[src/rtl/dispatch_scoreboard.sv]
// dispatch_scoreboard: parametrised dispatch stage between fetch and issue.
// Tracks pending results in a register result status (RST) table. Each
// dispatch packet carries a source tag per operand: tag 0 means the operand
// is ready, and tag k means it is pending on FU k-1. Dispatch freezes on
// structural hazards, WAW hazards and outstanding branches. A mispredict
// produces a single-cycle jump pulse.
// Optional build macro: DISPATCH_STATS_EN adds saturating statistics counters.
module dispatch_scoreboard #(
  parameter int NREGS = 32,
  parameter int NFU   = 5,
  parameter int REGW  = $clog2(NREGS),
  parameter int FUW   = $clog2(NFU),
  parameter int TAGW  = $clog2(NFU + 1)
) (
  input  logic            CLK,
  input  logic            nRST,
  input  logic            fetch_valid,
  input  logic [FUW-1:0]  fetch_fu,
  input  logic [REGW-1:0] fetch_rd,
  input  logic [REGW-1:0] fetch_rs1,
  input  logic [REGW-1:0] fetch_rs2,
  input  logic            fetch_wr_en,
  input  logic            fetch_is_branch,
  input  logic [NFU-1:0]  fu_busy,
  input  logic            wb_valid,
  input  logic [REGW-1:0] wb_rd,
  input  logic [FUW-1:0]  wb_fu,
  input  logic            branch_resolved,
  input  logic            branch_miss,
  output logic            freeze,
  output logic            disp_valid,
  output logic [FUW-1:0]  disp_fu,
  output logic [REGW-1:0] disp_rd,
  output logic [TAGW-1:0] disp_t1,
  output logic [TAGW-1:0] disp_t2,
  output logic [NFU-1:0]  fust_en,
  output logic            jump
`ifdef DISPATCH_STATS_EN
  ,
  output logic [31:0]     stat_dispatched,
  output logic [31:0]     stat_freeze,
  output logic [15:0]     stat_br_miss
`endif
);

  typedef enum logic [0:0] {
    ST_RUN     = 1'b0,
    ST_BR_WAIT = 1'b1
  } state_t;

  localparam logic [TAGW-1:0] TAG_ZERO = {TAGW{1'b0}};
  localparam logic [TAGW-1:0] TAG_ONE  = {{(TAGW-1){1'b0}}, 1'b1};
  localparam logic [NFU-1:0]  FU_ONE   = {{(NFU-1){1'b0}}, 1'b1};
  localparam logic [REGW-1:0] REG_ZERO = {REGW{1'b0}};
  localparam logic [FUW:0]    NFU_L    = (FUW + 1)'(NFU);

  state_t                         state_r;
  state_t                         state_nx_s;
  logic [NREGS-1:0][TAGW-1:0]     rst_r;
  logic [NREGS-1:0][TAGW-1:0]     rst_view_s;
  logic [TAGW-1:0]                wb_tag_s;
  logic [TAGW-1:0]                fetch_tag_s;
  logic                           fu_legal_s;
  logic                           fu_busy_sel_s;
  logic                           rd_busy_s;
  logic                           mispredict_s;
  logic                           accept_s;
  logic                           rd_write_s;
  logic                           jump_nx_s;

  assign wb_tag_s    = TAGW'(wb_fu) + TAG_ONE;
  assign fetch_tag_s = TAGW'(fetch_fu) + TAG_ONE;

  // Post-writeback view of the RST: a matching writeback clears its entry; r0 always reads as ready
  always_comb begin
    rst_view_s = rst_r;
    for (int r = 0; r < NREGS; r++) begin
      if (r == 0) begin
        rst_view_s[r] = TAG_ZERO;
      end else if (wb_valid && (wb_rd == REGW'(r)) && (rst_r[r] == wb_tag_s)) begin
        rst_view_s[r] = TAG_ZERO;
      end else begin
        rst_view_s[r] = rst_r[r];
      end
    end
  end

  // Hazard evaluation and the accept decision; an out-of-range FU index is treated as busy
  always_comb begin
    fu_legal_s = ({1'b0, fetch_fu} < NFU_L);
    if (fu_legal_s) begin
      fu_busy_sel_s = fu_busy[fetch_fu];
    end else begin
      fu_busy_sel_s = 1'b1;
    end
    rd_busy_s    = fetch_wr_en && (fetch_rd != REG_ZERO) && (rst_view_s[fetch_rd] != TAG_ZERO);
    mispredict_s = branch_resolved && branch_miss;
    accept_s     = fetch_valid && (state_r == ST_RUN) && !fu_busy_sel_s && !rd_busy_s && !mispredict_s;
    rd_write_s   = accept_s && fetch_wr_en && (fetch_rd != REG_ZERO);
    freeze       = fetch_valid && !accept_s;
  end

  // Branch FSM next state: wait for resolution after a branch is dispatched
  always_comb begin
    state_nx_s = state_r;
    jump_nx_s  = 1'b0;
    case (state_r)
      ST_RUN: begin
        if (accept_s && fetch_is_branch) begin
          state_nx_s = ST_BR_WAIT;
        end else begin
          state_nx_s = ST_RUN;
        end
      end
      ST_BR_WAIT: begin
        if (branch_resolved) begin
          state_nx_s = ST_RUN;
          jump_nx_s  = branch_miss;
        end else begin
          state_nx_s = ST_BR_WAIT;
        end
      end
      default: begin
        state_nx_s = ST_RUN;
        jump_nx_s  = 1'b0;
      end
    endcase
  end

  // Branch FSM state register
  always_ff @(posedge CLK or negedge nRST) begin
    if (!nRST) begin
      state_r <= ST_RUN;
    end else begin
      state_r <= state_nx_s;
    end
  end

  // RST table: a new dispatch to rd overrides a same-cycle writeback clear of rd
  always_ff @(posedge CLK or negedge nRST) begin
    if (!nRST) begin
      rst_r <= {NREGS{TAG_ZERO}};
    end else begin
      for (int r = 0; r < NREGS; r++) begin
        if (rd_write_s && (fetch_rd == REGW'(r))) begin
          rst_r[r] <= fetch_tag_s;
        end else begin
          rst_r[r] <= rst_view_s[r];
        end
      end
    end
  end

  // Dispatch packet and jump pulse registers; packet fields hold when nothing is accepted
  always_ff @(posedge CLK or negedge nRST) begin
    if (!nRST) begin
      disp_valid <= 1'b0;
      disp_fu    <= {FUW{1'b0}};
      disp_rd    <= REG_ZERO;
      disp_t1    <= TAG_ZERO;
      disp_t2    <= TAG_ZERO;
      fust_en    <= {NFU{1'b0}};
      jump       <= 1'b0;
    end else begin
      disp_valid <= accept_s;
      jump       <= jump_nx_s;
      if (accept_s) begin
        disp_fu <= fetch_fu;
        disp_rd <= fetch_rd;
        disp_t1 <= rst_view_s[fetch_rs1];
        disp_t2 <= rst_view_s[fetch_rs2];
        fust_en <= FU_ONE << fetch_fu;
      end else begin
        fust_en <= {NFU{1'b0}};
      end
    end
  end

`ifdef DISPATCH_STATS_EN
  // Saturating statistics counters for accepts, freeze cycles and mispredict pulses
  always_ff @(posedge CLK or negedge nRST) begin
    if (!nRST) begin
      stat_dispatched <= 32'd0;
      stat_freeze     <= 32'd0;
      stat_br_miss    <= 16'd0;
    end else begin
      if (accept_s && (stat_dispatched != 32'hFFFF_FFFF)) begin
        stat_dispatched <= stat_dispatched + 32'd1;
      end else begin
        stat_dispatched <= stat_dispatched;
      end
      if (freeze && (stat_freeze != 32'hFFFF_FFFF)) begin
        stat_freeze <= stat_freeze + 32'd1;
      end else begin
        stat_freeze <= stat_freeze;
      end
      if (jump_nx_s && (stat_br_miss != 16'hFFFF)) begin
        stat_br_miss <= stat_br_miss + 16'd1;
      end else begin
        stat_br_miss <= stat_br_miss;
      end
    end
  end
`endif

endmodule

[config.mk]
export PLATFORM = sky130hd
export DESIGN_NAME = dispatch_scoreboard
export DESIGN_NICKNAME = d
export VERILOG_FILES = /design/src/rtl/dispatch_scoreboard.sv
export SDC_FILE = /design/constraint.sdc
export NUM_CORES = 1
export LEC_CHECK = 0
export CORE_ASPECT_RATIO = 0.6
export CORE_UTILIZATION = 28
export DETAILED_ROUTE_END_ITERATION = 6
export SYNTH_ARGS = -nofsm -noshare
export SYNTH_HDL_FRONTEND = slang
export SYNTH_SLANG_ARGS = --single-unit
[constraint.sdc]
create_clock -name CLK -period 5.5 [get_ports CLK]
set_input_delay 0.55 -clock CLK [delete_from_list [all_inputs] [get_ports CLK]]
set_output_delay 0.55 -clock CLK [all_outputs]
set_load 0.005 [all_outputs]
==> impl_metrics.tcl <==
set metrics [dict create \
    status "completed" \
    grt_pass1_wl_mm 59.3 \
    maxCapViolCount 0 \
    drtIter0Drc 1641 \
    drive_above_1_share_pct 17.1 \
    ctsRootBufferMaster "clkbuf_16" \
    skew_ns 0.00907 \
    cts_buffers 17 \
    nFillCells 3240 \
    num_vias 9282 \
    cp.required_ns 4.95 \
    cts_setup_buffers 0 \
    period_share_pct 91.0 \
    nets 1115 \
    gp_congestion 1.01 \
    antenna_cells 0 \
    tritoncts "yes" \
    hpwl_mm 30.0 \
    synth_edf_count 0 \
    clk_pin_slew_worst_paths_ns 0.06 \
    first_pass_iters 5 \
    die_w_um 235 \
    report.final.slew_viol_count 0 \
    avgSynthCellArea_um2 9.24 \
    h-tree-depth 4 \
    yosys_warnings 0 \
    cp-end-kind "output pin" \
    regArea_um2 2880 \
    cts_buffer_depth 2 \
    period_needed_ns 5.00 \
    grt_max_degree 69 \
    clock_latency_ns 0.45 \
    finalHoldViolCount 0 \
    power_mw 2.74 \
    syn-instance-count 986 \
    syn-cell-area_um2 9110 \
    yosysSeqAreaShare_pct 31.6 \
    grt_pass1_vias 8755 \
    critPathKind "in2out" \
    routed_wl_mm 40.2 \
    async_flop_share_pct 100 \
    dieArea_um2 33300 \
    fp-row-count 50 \
    max_freq_ghz 0.200 \
    synth_seq_cells 115 \
    grt.total_usage_pct 24.4 \
    placed_cells 1467 \
    cts.repair.resized 0 \
    dieHeight_um 142 \
    hold_buffers 0 \
    remaining_drc_errors 0 \
    irDropWorstVdd_mv 0.195 \
    antenna_found_initial 0 \
    critPathLaunchType "primary input" \
    syn_to_final_growth_pct 22.6 \
    synth_flop_cell "dfrtp_1" \
    tightest_slew_ns 1.09 \
    slew-limit-headroom_pct 27.4 \
    syn_nets 1031 \
    wl_per_cell_um 26.8 \
    power_density_nw_per_um2 246 \
    start_util_pct 28.8 \
    cp.arrival_ns 4.45 \
    yosysUniqueCellTypes 73 \
    hold_class "in2async" \
    grt.overflow.total 0 \
    fin_cells 1499 \
    leakagePower_nw 4.22 \
    vias_per_cell 6.19 \
    core_um2 31600 \
    setup_tns_ns 0 \
    multiInputGateArea_um2 5780 \
    setup_viol 0 \
    cts_num_sinks 115 \
    antenna_left 0 \
    ioPinCount 61 \
    crit_fanout 38 \
    io_buffers 60 \
    rsz0062_at_grt "no" \
]
==> critical path: stages <==
cell and delay, ns:
clkdlybuf4s50_1 0.41, ha_2 0.47, buf_12 0.28, xnor2_1 0.19
nand4_1 0.15, o21ai_0 0.54, o22ai_1 0.20, a2111oi_2 0.37
o2111ai_1 0.20, o22ai_2 0.29, o21ai_2 0.10, and2_1 0.18
clkdlybuf4s50_1 0.45
==> state kept, by name, indices dropped and copies added (netlist names), 3 cells and up <==
register  cells
fust_en       5
disp_t1       3
disp_fu       3
disp_rd       5
rst_r        93
disp_t2       3
==> worst paths after layout <==
path,endpoint,cells past startpoint,slack [ns],startpoint
setup / recovery,freeze,13,0.50,wb_fu[1]
hold / removal,rst_r[71]$_DFF_PN0_,1,0.12,nRST
setup reg to reg,rst_r[49]$_DFF_PN0_,10,1.99,rst_r[10]$_DFF_PN0_
hold reg to reg,disp_t2[2]$_DFFE_PN0P_,1,0.50,disp_t2[2]$_DFFE_PN0P_
max in group asynchronous,rst_r[35]$_DFF_PN0_,2,4.00,nRST
min in group CLK,disp_t2[2]$_DFFE_PN0P_,1,0.50,disp_t2[2]$_DFFE_PN0P_
==> cell families after synthesis <==
logic type               after synthesis  share of synthesized area [%]
buffers and inverters                106                           5.21
AND/OR/NAND/NOR                      287                           17.1
multiplexers                          77                           13.1
XOR/XNOR                              94                           9.42
adder cells (fa/ha/maj)                6                          0.824
AO/OA/AOI/OAI                        301                           22.7
flip-flops                           115                           31.6
==> metal layers <==
metal  wire, um  up-vias  GRT usage (%)  share of wire (%)
li1           -     4007              -                  -
met1      18500     4539           36.1                 46
met2      14200      676           29.6                 35
met3       6690       58           12.1                 17
met4        614        2           6.72                1.5
met5         83        -           1.88               0.21
==> synth_stat cells, drive strengths merged (4+ instances only) <==
cell type	instances	area share, %
xor2	36	3.5
nor3	22	1.2
o21a	4	0.33
mux2i	25	2.7
nand2	55	2.3
xnor2	56	5.5
or4	4	0.33
a21o	5	0.41
a21oi	19	1.0
o21ai	120	6.6
dfrtp	115	32
nand3	35	1.9
nor4	4	0.34
nand4	70	4.8
mux2	20	2.5
and3	6	0.41
o211ai	14	1.2
o2111ai	5	0.48
o22ai	13	0.96
and2	4	0.27
inv	17	0.70
nor3b	7	0.58
a211oi	6	0.49
a22oi	10	0.82
o311ai	4	0.38
mux4	32	7.9
nor2	40	1.6
clkbuf	57	2.4
o31ai	24	2.0
ha	6	0.82
buf	32	2.1
nor2b	11	0.76
nand2b	13	0.89
o41ai	47	5.1
a211o	4	0.38
==> placed cells by master, fill, tap and decap left out, drive strengths merged, types with 5 or more instances in the layout <==
cell type	synthesis	layout
nand2	55	55
xor2	36	36
nor2b	11	11
buf	32	97
mux2	20	20
mux2i	25	25
xnor2	56	56
o31ai	24	24
nand4	70	70
clkdlybuf4s50	0	57
o41ai	47	47
o22ai	13	13
mux4	32	32
ha	6	6
o21ai	120	120
o211ai	14	14
nor2	40	40
clkbuf	57	23
clkinv	0	5
a21oi	19	19
nor3b	7	7
a21o	5	5
o2111ai	5	5
nand2b	13	13
a211oi	6	6
inv	17	17
nor3	22	22
dfrtp	115	115
nand3	35	35
a22oi	10	10
and3	6	6
==> stage by stage <==
| stage | utilization, % | setup WS [ns] | hold WS, ns | area (um2) |
|---|---|---|---|---|
| CTS | 35.3 | 0.559 | 0.152 | 11200 |
| global route | 35.3 | 0.227 | 0.184 | 11200 |
| detailed placement | 33.5 | 0.583 | 0.481 | 10600 |
| finish | 35.3 | 0.497 | 0.124 | 11200 |
| floorplan | - | 1.90 | 0.254 | 9110 |
| global placement | 33.5 | 0.578 | 0.477 | 10600 |
==> cell type report <==
type	instances	area share [%]
clock buffers	23	4.46
clock inverters	9	0.695
inverters	17	0.572
multi-input cells	765	51.8
flip-flops and latches	115	25.8
well taps	416	4.66
repair buffers	154	12.0
==> power by group <==
part           switching [mW]  internal [mW]
Clock                   0.424          0.675
Sequential             0.0379          0.901
Combinational           0.427          0.279
Total                   0.889           1.85
Power figures use the tool's default switching activity.
